[src/rtl/load_store_unit.sv]
// load_store_unit: turns the load/store request held in the EX/MEM register
// into a single-beat data-memory transaction and returns the load result to
// MEM/WB.
//
// Ports:
//   clk, rst_n                  clock, asynchronous active-low reset
//   ctrl_mem_read_exe_mem       load request (wins if write is also high)
//   ctrl_mem_write_exe_mem      store request
//   funct3_exe_mem              size/sign: 000 B, 001 H, 010 W, 100 BU, 101 HU
//   alu_out_exe_mem             byte address
//   w_data_exe_mem              store data
//   dmem_req/we/addr/wdata/be   memory request, held until dmem_ready
//   dmem_ready, dmem_rdata      memory completion and read data
//   r_data_mem_wb               aligned, extended load result (held)
//   load_valid_mem_wb           one-cycle pulse when a load completes
//   stall                       freeze upstream stages (combinational)
//   misalign_err, bus_err       one-cycle error pulses
//
// Build option: define LSU_TIMEOUT_EN to abandon a request after 16 REQ
// cycles without dmem_ready (bus_err pulse, zero load result). Without it the
// unit waits indefinitely and bus_err is tied low.
module load_store_unit #(
  parameter int AddrWidth = 10,
  parameter int DataWidth = 32
) (
  input  logic                 clk,
  input  logic                 rst_n,
  input  logic                 ctrl_mem_read_exe_mem,
  input  logic                 ctrl_mem_write_exe_mem,
  input  logic [2:0]           funct3_exe_mem,
  input  logic [DataWidth-1:0] alu_out_exe_mem,
  input  logic [DataWidth-1:0] w_data_exe_mem,
  output logic                 dmem_req,
  output logic                 dmem_we,
  output logic [AddrWidth-1:0] dmem_addr,
  output logic [DataWidth-1:0] dmem_wdata,
  output logic [3:0]           dmem_be,
  input  logic                 dmem_ready,
  input  logic [DataWidth-1:0] dmem_rdata,
  output logic [DataWidth-1:0] r_data_mem_wb,
  output logic                 load_valid_mem_wb,
  output logic                 stall,
  output logic                 misalign_err,
  output logic                 bus_err
);

  typedef enum logic {IDLE, REQ} state_t;

  state_t              state;
  logic                is_load_q;
  logic [2:0]          f3_q;
  logic [1:0]          off_q;

  logic                access;
  logic                is_load;
  logic                misaligned;
  logic                timeout;
  logic [1:0]          off;
  logic [3:0]          be_next;
  logic [DataWidth-1:0] wdata_next;
  logic [DataWidth-1:0] rd_shift;
  logic [DataWidth-1:0] load_ext;

  // Address bits above the data-memory window are intentionally ignored.
  logic unused_addr_bits;
  assign unused_addr_bits = ^alu_out_exe_mem[DataWidth-1:AddrWidth+2];

  assign off     = alu_out_exe_mem[1:0];
  assign access  = ctrl_mem_read_exe_mem | ctrl_mem_write_exe_mem;
  assign is_load = ctrl_mem_read_exe_mem;

  // Undefined funct3 encodings follow the word rules.
  always_comb begin
    misaligned = 1'b0;
    case (funct3_exe_mem)
      3'b000, 3'b100: misaligned = 1'b0;
      3'b001, 3'b101: misaligned = off[0];
      default:        misaligned = (off != 2'b00);
    endcase
  end

  always_comb begin
    be_next    = 4'b1111;
    wdata_next = w_data_exe_mem;
    if (!is_load) begin
      case (funct3_exe_mem)
        3'b000, 3'b100: begin
          be_next    = 4'b0001 << off;
          wdata_next = DataWidth'({4{w_data_exe_mem[7:0]}});
        end
        3'b001, 3'b101: begin
          be_next    = off[1] ? 4'b1100 : 4'b0011;
          wdata_next = DataWidth'({2{w_data_exe_mem[15:0]}});
        end
        default: begin
          be_next    = 4'b1111;
          wdata_next = w_data_exe_mem;
        end
      endcase
    end
  end

  // Aligned halfwords always have off_q[0]=0, so one byte-granular shift
  // serves both byte and halfword loads.
  always_comb begin
    rd_shift = dmem_rdata >> {off_q, 3'b000};
    load_ext = dmem_rdata;
    case (f3_q)
      3'b000:  load_ext = {{(DataWidth-8){rd_shift[7]}}, rd_shift[7:0]};
      3'b100:  load_ext = {{(DataWidth-8){1'b0}}, rd_shift[7:0]};
      3'b001:  load_ext = {{(DataWidth-16){rd_shift[15]}}, rd_shift[15:0]};
      3'b101:  load_ext = {{(DataWidth-16){1'b0}}, rd_shift[15:0]};
      default: load_ext = dmem_rdata;
    endcase
  end

`ifdef LSU_TIMEOUT_EN
  logic [3:0] tmo_cnt;
  logic       bus_err_q;
  assign timeout = (state == REQ) && !dmem_ready && (tmo_cnt == 4'hF);
  assign bus_err = bus_err_q;
`else
  assign timeout = 1'b0;
  assign bus_err = 1'b0;
`endif

  // The abandoning cycle releases the stall just like a completion, so the
  // upstream stage is not left frozen on a request that is no longer active.
  assign stall = (state == IDLE) ? (access && !misaligned)
                                 : !(dmem_ready || timeout);

  always_ff @(posedge clk or negedge rst_n) begin
    if (!rst_n) begin
      state             <= IDLE;
      dmem_req          <= 1'b0;
      dmem_we           <= 1'b0;
      dmem_addr         <= '0;
      dmem_wdata        <= '0;
      dmem_be           <= '0;
      r_data_mem_wb     <= '0;
      load_valid_mem_wb <= 1'b0;
      misalign_err      <= 1'b0;
      is_load_q         <= 1'b0;
      f3_q              <= '0;
      off_q             <= '0;
`ifdef LSU_TIMEOUT_EN
      tmo_cnt           <= '0;
      bus_err_q         <= 1'b0;
`endif
    end else begin
      load_valid_mem_wb <= 1'b0;
      misalign_err      <= 1'b0;
`ifdef LSU_TIMEOUT_EN
      bus_err_q         <= 1'b0;
`endif
      if (state == IDLE) begin
        if (access) begin
          if (misaligned) begin
            misalign_err <= 1'b1;
          end else begin
            state      <= REQ;
            dmem_req   <= 1'b1;
            dmem_we    <= !is_load;
            dmem_addr  <= alu_out_exe_mem[AddrWidth+1:2];
            dmem_be    <= be_next;
            dmem_wdata <= wdata_next;
            is_load_q  <= is_load;
            f3_q       <= funct3_exe_mem;
            off_q      <= off;
`ifdef LSU_TIMEOUT_EN
            tmo_cnt    <= '0;
`endif
          end
        end
      end else begin
        if (dmem_ready) begin
          state    <= IDLE;
          dmem_req <= 1'b0;
          dmem_we  <= 1'b0;
          if (is_load_q) begin
            r_data_mem_wb     <= load_ext;
            load_valid_mem_wb <= 1'b1;
          end
`ifdef LSU_TIMEOUT_EN
          tmo_cnt <= '0;
        end else if (timeout) begin
          state     <= IDLE;
          dmem_req  <= 1'b0;
          dmem_we   <= 1'b0;
          bus_err_q <= 1'b1;
          tmo_cnt   <= '0;
          if (is_load_q) begin
            r_data_mem_wb     <= '0;
            load_valid_mem_wb <= 1'b1;
          end
        end else begin
          tmo_cnt <= tmo_cnt + 4'd1;
`endif
        end
      end
    end
  end

endmodule

[config.mk]
export PLATFORM = sky130hd
export DESIGN_NAME = load_store_unit
export DESIGN_NICKNAME = d
export VERILOG_FILES = /design/src/rtl/load_store_unit.sv
export SDC_FILE = /design/constraint.sdc
export NUM_CORES = 1
export LEC_CHECK = 0
export BUFFER_PORTS_ARGS = -buffer_cell sky130_fd_sc_hd__buf_2
export CORE_MARGIN = 1.5
export CORE_UTILIZATION = 43
export CTS_BUF_LIST = sky130_fd_sc_hd__clkbuf_16
export CTS_CLUSTER_DIAMETER = 40
export CTS_CLUSTER_SIZE = 40
export DETAILED_ROUTE_END_ITERATION = 16
export PLACE_DENSITY_LB_ADDON = 0.3
export SKIP_CTS_REPAIR_TIMING = 1
export SYNTH_ARGS = -nofsm -noshare
export SYNTH_HDL_FRONTEND = slang
export SYNTH_SLANG_ARGS = --single-unit
[constraint.sdc]
create_clock -name clk -period 1.5 [get_ports clk]
set_input_delay 0.15 -clock clk [delete_from_list [all_inputs] [get_ports clk]]
set_output_delay 0.15 -clock clk [all_outputs]
set_load 0.05 [all_outputs]
Yosys cells after proc, flatten, opt, wreduce, memory -nomap -nowiden
Cells that the tools add are included.
Word-level totals
  word-level logic and storage cells: 63
  register bits: 89
  input port bits: 104
  output and inout bits: 84
Cells by class
  equal/unequal tests: 8
  shift operators: 2
  mux-type cells: 25
  reduce and logical (&&, ||, !) cells: 13
  bitwise gates (word level): 3
Operators with widths (count)
  32-bit case mux with 4 select lines: 1
  32-bit case mux with 2 select lines: 1
  32-bit 2-to-1 mux: 1
  32-bit by 5-bit right shift with 16-bit output: 1
  1-bit 2-to-1 mux: 18
  3-bit equality test, second input constant: 4
  3-bit AND reduction: 3
  4-bit 2-to-1 mux: 2
  4-bit case mux with 2 select lines: 1
  3-bit by 1-bit equality test with 1-bit output, second input constant: 2
  3-bit zero test: 2
  2-bit inequality test, second input constant: 2
  2-bit nonzero test: 2
  2-bit OR reduction: 2
  1-bit by 2-bit << shifter with 4-bit output, first input constant: 1
  1-bit zero test: 3
  1-bit NOT: 2
  1-bit case mux with 2 select lines: 1
  1-bit logical AND: 1
  1-bit bitwise OR: 1

Logic depth before layout (Yosys ltp)
Gate-level depths: netlist of run 1.
  depth in word-level cells: 6
  mapped depth: 7
  gate-level depth less buffers: 5

Worst setup path after synthesis of run 1
No wires, ideal clock.
  kind: flip-flop to flip-flop
  from: register state
  to: register state
  clock period less this slack: 1966 ps
  path buffers: 2
  data required time: 1125 ps
  cell stages (with the launch flop): 6
  data arrival time: 1591 ps
  slack: -466 ps
  library setup time: 375 ps
  cell sequence: dfrtp_1 o21bai_1 a221o_1 buf_6 clkbuf_1 o21ai_0
On the way
  word-level cells in the longest chain between the ends: 1
Ends and longest elaborated chain
  start: declaration: RTL line 49  | state_t state;
  start signal: assignment: RTL line 134  | state <= IDLE;
  start signal: assignment: RTL line 161  | state <= REQ;
  start signal: assignment: RTL line 177  | state <= IDLE;
  1-bit 2-to-1 mux: RTL line 156  | if (state == IDLE) begin
Every way passes these cells.
A chain may end at the register's enable or synchronous reset.

Worst setup path after layout of run 1
  from: register state
  to: register dmem_wdata[5]
On the way
  word-level cells in the longest chain between the ends: 2
Ends and longest elaborated chain
  1-bit NOT (no source line)
  3-bit AND reduction (no source line)
  end signal: assignment: RTL line 166  | dmem_wdata <= wdata_next;
  end: declaration: RTL line 36  | output logic [DataWidth-1:0] dmem_wdata,
Every way passes these cells.

==> results of run 1 <==
cell families (layout without fill, tap and decap cells):
group	Yosys count	in the layout	share of synthesized area, %
AO/OA/AOI/OAI	94	94	11.5
buffers and inverters	36	236	4.29
flip-flops	89	89	50.6
multiplexers	61	61	17.0
other	1	1	0.0852
AND/OR/NAND/NOR	146	146	16.5
layer usage:
metal	vias up	wire (um)	global-route usage, %
li1	1872	-	-
met4	0	163	6.25
met5	-	0	0
met3	15	868	4.26
met2	151	6700	35.8
met1	1992	5500	29.7
flip-flops by register name, summed over array words and instances, names as in the netlist:
| register | count |
|---|---|
| dmem_we | 1 |
| load_valid_mem_wb | 1 |
| dmem_addr | 10 |
| state | 1 |
| r_data_mem_wb | 32 |
| dmem_be | 4 |
| dmem_wdata | 32 |
| off_q | 2 |
| dmem_req | 1 |
| f3_q | 3 |
| misalign_err | 1 |
| is_load_q | 1 |
where the power goes:
part,leakage (nW),internal (mW),switching [mW],total (mW)
clock network,0.128,1.11,0.954,2.06
logic,2.02,2.01,4.57,6.58
registers,1.07,3.25,0.540,3.79
cell usage after synthesis (all sizes together) (6+ instances only):
cell    number  share of area, %
mux2i       34               8.0
nand2       66               5.6
dfrtp       89                51
o21ai       69               7.8
nand2b       7               1.0
mux2        27               9.0
nor2        11               1.1
nand3       34               3.9
buf         17               2.7
nand3b       9               1.5
a21oi       17               1.9
and2         6              0.85
clkbuf      16               1.4
worst min path at each step:
stage,slack [ns],end,cells after the start
4_1_cts,-0.26,dmem_wdata[26],1
5_1_grt,0.04,dmem_addr[0],2
6_report,0.05,dmem_addr[7],2
3_5_place_dp,0.1,dmem_addr[7],1
3_3_place_gp,0.10,dmem_addr[7],1
2_1_floorplan,-0.15,dmem_addr[0],0
critical path: stages (launching register included):
cell,delay (ns)
sky130_fd_sc_hd__dfrtp_1,0.38
sky130_fd_sc_hd__o21bai_4,0.18
sky130_fd_sc_hd__a221o_4,0.36
sky130_fd_sc_hd__buf_4,0.15
sky130_fd_sc_hd__buf_12,0.14
sky130_fd_sc_hd__clkbuf_16,0.17
sky130_fd_sc_hd__mux2_4,0.29
cell type report:
type | count | share of cell area [%]
clock buffers | 9 | 3.49
clock inverters | 6 | 0.563
inverters | 3 | 0.175
multi-input cells | 302 | 35.3
flip-flops and latches | 89 | 34.6
well taps | 133 | 2.58
repair buffers | 218 | 23.3
stage by stage:
stage          power, mW  hold WS (ns)  std cells
2_1_floorplan       8.11        -0.146        427
3_3_place_gp        9.58         0.102        725
3_5_place_dp        9.70        0.0976        725
4_1_cts             11.8        -0.262        740
5_1_grt             13.0        0.0374        760
6_report            12.4        0.0469        760
==> summary by stage, run 1 <==
Floorplanning
The initial cell density of the core is 44.6%. The horizontal extent of the die is 104 um. From bottom edge to top edge, the die measures 104 um. In this run the standard cell core region covers 9860 um2. 188 I/O pins were placed. The die footprint is 10,800 um2. The number of placement rows is 36.

Clocking
Buffers inserted during clock tree synthesis total 9. The total clock sinks is 89. The later pin in the worst-skew pair is clocked with a latency of 0.33 ns. The maximum level of the CTS H-tree is 3. The maximum clock insertion buffer count is 2.

After clock tree synthesis, the clock-pin slew on the worst setup and hold paths is 0.07 ns. The TritonCTS clock tree is done. The tree is rooted in a sky130_fd_sc_hd__clkbuf_16.

Synthesis
The number of unique standard cell types used by synthesis is 38. The register bit count reported by yosys is 89. Synthesis produced 427 cells.

The number of warning messages in the yosys log is 0. Counting every net in the synthesized netlist gives 531. The top flip-flop cell by instance count after synthesis is sky130_fd_sc_hd__dfrtp_1. The post-synthesis instance area is 4400 um2. The number of synthesized flops with an enable pin is 0.

The sequential fraction of the synthesis area is 50.6%. In this run the mean area of a mapped cell was 10.3 um2. The proportion of register bits with asynchronous set or reset after synthesis is 100%.

Global route
The largest net degree at the start of global routing is 62. The number of global-route vias before repair is 3,825. The overall overflow remaining after global route is 0. The initial antenna violation count is 0.

The first global-routing pass estimated 19.1 mm of wire. Global routing consumed, over all layers together, 21.9% of the routing resources.

Timing
At the pin with the least slew margin, the transition time is 0.505 ns. Between clock sinks in the finished design, the worst skew comes to 0.00983 ns. The total setup violations reported at the end of the flow is 77. Subtracting the final worst setup slack from the clock period gives 1.79 ns. The max-slew violation total from the final report came to 0. After layout, the worst setup slack is -0.290 ns.

The final hold violation count is 0. The total negative setup slack is -9.18 ns. Measured against its own limit, the worst slew margin works out to 66.0%.

The ratio of final minimum period to clock period is 119%. Setup repair after global routing could not meet its margin everywhere. Based on the critical path, the design can be clocked at up to 559 MHz.

Placement
The count of port buffers added during placement is 166. Summing all placed instances gives a cell area of 5560 um2. After legalization and detailed placement, the total HPWL measured 8.51 mm. Timing analysis after detailed placement gives a worst setup slack of -0.105 ns. Routability-driven placement finished with a final weighted congestion of 0.882.

Layout
The number of antenna diodes in the final layout is 0. Of the cells placed in the final design, the portion with a size suffix greater than 1 is 51.2%. The final-stage net count is 727. The sequential cell area is 2230 um2. At the end of the flow the core is filled with cells to 65.3%. The library cell used most frequently in the layout, excluding fill and tap cells, is sky130_fd_sc_hd__buf_2. After filler insertion, the fill cell instance count of the layout stands at 791.

Summing all multi-input logic gate instances after layout gives 2280 um2. Once layout is done, the placed cells without fillers occupy 6450 um2. The library cells used most frequently in the layout, excluding fill and tap cells, are sky130_fd_sc_hd__buf_2 (164), sky130_fd_sc_hd__dfrtp_1 (87), sky130_fd_sc_hd__nand2_1 (62). Relative to the synthesized area, the layout overhead comes to 46.5%.

Worst setup path
The data arrival at the endpoint of the critical path is 2.01 ns. The startpoint type of the worst setup path is a flop. The critical path ends at dmem_wdata[5]. The source of the critical timing path is state.

The maximum fanout count along the critical path is 8. The critical path endpoint category is a flop. The critical path data required time is 1.72 ns.

For the worst flop-to-flop path, the logic depth is 6. The startpoint identified for the worst register-to-register timing path is state. The setup slack of the most critical reg-to-reg path is -0.29 ns. The endpoint of the most critical register-to-register path is dmem_wdata[5].

The critical path is of the flop to flop type.

Worst hold path
The start point of the worst min-delay path is alu_out_exe_mem[9]. The classification of the worst-slack hold path is input port to flop.

Routing
The routed layout has 4,030 vias. In the routed layout, each cell is associated on average with a via count of 5.30. For this run, design rule violations remaining after detail routing come to 0. The mean routed wirelength per cell is 17.4 um. The routed design has 13.2 mm of wire.

Once detail routing completed, the nets flagged for antenna violations numbered 0. The initial detailed-routing violation count is 203. The number of optimization iterations in the first detailed-route pass is 4.

Power and ir drop
Power spread over the standard cell area amounts to 1930 nW/um2. Summed over all cells, the static leakage comes to 3.22 nW. The largest vdd supply drop is 1.09 mV.

Flow run
Max-cap violations in this run came to 0.

Run status
The final reports fail on negative setup slack. The run finished, with violations left.
(Power assumes the default switching activity.)
==> inputs of run 2 (changes only) <==
--- a/config.mk
+++ b/config.mk
@@ -5,7 +5,7 @@
 export SDC_FILE = /design/constraint.sdc
 export NUM_CORES = 1
 export LEC_CHECK = 0
-export BUFFER_PORTS_ARGS = -buffer_cell sky130_fd_sc_hd__buf_2
+export BUFFER_PORTS_ARGS = -buffer_cell sky130_fd_sc_hd__buf_4
 export CORE_MARGIN = 1.5
 export CORE_UTILIZATION = 43
 export CTS_BUF_LIST = sky130_fd_sc_hd__clkbuf_16
==> run 2 against run 1 <==
Against the previous run:
- the run still ends with negative setup slack left
- register-to-register slack better by 0.09 ns
- via count decreased by 2.3%
- critical path depth down 1
- die area is the same
- final area increased by 1.5%
- sequential power up 1%
- setup slack worse by 0.012 ns
- clock power rose by 17%
- hold slack lost 0.015 ns
- clock-buffer cell count did not move
- sequential share of layout area fell by 0.52 points
- critical path type is now flop to output port
- largest power group unchanged
- highest routed layer unchanged
==> summary by stage, run 2 (synthesis results as in run 1) <==
Run status
The flow ran to the end, but the final reports show violations. The final reports fail on negative setup slack.

Clocking
The total clock sinks is 89. The maximum level of the CTS H-tree is 3. Clock tree synthesis selected as its root buffer the cell sky130_fd_sc_hd__clkbuf_16.

The maximum clock insertion buffer count is 2. Buffers inserted during clock tree synthesis total 9. For the worst-skew pair, the clock arrives at the later sink with an insertion delay of 0.34 ns. After clock tree synthesis, the clock-pin slew on the worst setup and hold paths is 0.07 ns. TritonCTS built the clock tree.

Placement
Routability-driven placement finished with a final weighted congestion of 0.875. The half-perimeter wire length after placement is 8.78 mm. The cell total after placement is 727. The count of port buffers added during placement is 166.

Global route
The most utilized layer in the global route result is met2. The met2 usage in global routing is 38.0%. The overall overflow remaining after global route is 0.

Entering global routing, the biggest net connects 41 pins. The initial antenna violation count came to 0. The global-route track usage on met3 is 6.08%. The number of global-route vias before repair is 3,967. The total routing resource utilization after global routing is 22.8%. The global-route wire length before repair is 19.7 mm. The met1 usage is 28.8%.

Floorplanning
The die span in y is 104 um. The initial cell density of the core is 44.6%. In this run the standard cell core region covers 9860 um2. The count of boundary I/O pins is 188. The horizontal extent of the die is 104 um. After floorplanning, the core was divided into 36 placement rows. The die covers 10,800 um2.

Routing
The via count normalized by instance count is 5.24. Once detail routing completed, the nets flagged for antenna violations numbered 0. Detailed routing inserted a total of 3,937 vias. The initial detailed-routing violation count is 163. Dividing the detail-routed wire length by the instance count gives 16.4 um. For this run, the detailed router's first-pass iteration total came to 4. In the routed design, unresolved DRC markers number 0. The routed wire length is 12.3 mm.

Timing
The setup skew after layout is 0.0107 ns. The ratio of final minimum period to clock period is 120%. The routed design could run at a clock period as short as 1.80 ns. After layout, the worst setup slack is -0.303 ns.

The max-slew violation total from the final report was 0. Setup repair after global routing could not meet its margin everywhere. Across all hold checks on the routed design, the worst slack comes to 0.0319 ns. The final hold violation count is 0. Setup violations remaining at the end of the flow were counted as 45. For this run, the top clock speed supported by timing is 555 MHz.

Layout
The synthesis-to-layout area growth is 48.7%. The top cell types in the final layout, fill and taps aside, are sky130_fd_sc_hd__buf_4 (188), sky130_fd_sc_hd__dfrtp_1 (87), sky130_fd_sc_hd__nand2_1 (61). The final-stage net count is 718. The largest registers in the layout are dmem_wdata (32), r_data_mem_wb (32), dmem_addr (10). Counting the fill cells in the layout gives 773. Leaving out fill and tap cells, the most frequent cell in the layout is sky130_fd_sc_hd__buf_4. Across the whole layout, storage elements account for 2230 um2.

The repair_antennas step left the layout with diodes totalling 0. Once layout is complete, the cells apart from fillers number 752. Summing all multi-input logic gate instances after layout gives 2080 um2.

The share of layout cells above drive strength 1 is 44.4%.

Power and ir drop
For this design the ratio of total power to cell area is 1960 nW/um2. For this design the static power due to leakage is 3.18 nW. The largest vdd supply drop is 1.03 mV.

Worst setup path
The setup path with the least slack is of type flop to output port. The worst setup path is captured at an output port. The maximum fanout count along the critical path is 4.

The startpoint type of the worst setup path is a flop. The critical path data required time is 1.35 ns. At the worst endpoint, the arrival time is 1.65 ns.

Flow run
The number of violations of the max-capacitance limit is 0.

Worst hold path
The classification of the worst-slack hold path is input port to flop.
run 2: where the power goes:
part	leakage, nW	total, mW	internal, mW	switching, mW
clock network	0.158	2.40	1.45	0.953
logic	1.95	6.63	2.28	4.35
registers	1.07	3.83	3.25	0.578
total	3.18	12.9	6.97	5.88
run 2: per-layer routing:
layer	vias to the layer above	part of all wire, %
met5	-	0
met2	154	49
met1	1917	42
li1	1851	-
met4	0	1.4
met3	15	7.0
run 2: final cells by class:
type,instances,area share (%)
clock inverters,7,1.32
repair buffers,209,26.6
well taps,133,2.54
multi-input cells,302,31.8
flip-flops and latches,89,34.1
clock buffers,9,3.44
inverters,3,0.172
run 2: final timing paths:
check,from,end,slack (ns),depth (start not counted)
max,state,stall,-0.30,5
min reg2reg,r_data_mem_wb[0],r_data_mem_wb[0],0.49,2
min in group asynchronous,rst_n,r_data_mem_wb[3],0.30,2
max in group asynchronous,rst_n,r_data_mem_wb[17],0.64,3
max reg2reg,state,is_load_q,-0.20,6
min,alu_out_exe_mem[7],dmem_addr[5],0.03,2
run 2: per-stage QoR:
| step | power [mW] | cell area, um2 | TNS [ns] | utilization, % | worst slack [ns] |
|---|---|---|---|---|---|
| 6_report | 12.9 | 6540 | -3.83 | 66.3 | -0.303 |
| 5_1_grt | 13.4 | 6540 | -6.14 | 66.3 | -0.338 |
| 4_1_cts | 12.7 | 6340 | -4.39 | 64.2 | -0.439 |
| 3_5_place_dp | 10.3 | 6020 | -2.83 | 61.1 | -0.0717 |
| 3_3_place_gp | 10.2 | 6020 | -1.27 | 61.1 | -0.0528 |
| 2_1_floorplan | 8.11 | 4410 | -0.0990 | - | -0.00495 |
run 2: critical path: stages (launching register included):
cell and delay, ns:
sky130_fd_sc_hd__dfrtp_1 0.38, sky130_fd_sc_hd__o21bai_4 0.18, sky130_fd_sc_hd__a221o_4 0.37, sky130_fd_sc_hd__buf_12 0.14
sky130_fd_sc_hd__o21ai_4 0.06, sky130_fd_sc_hd__buf_6 0.18
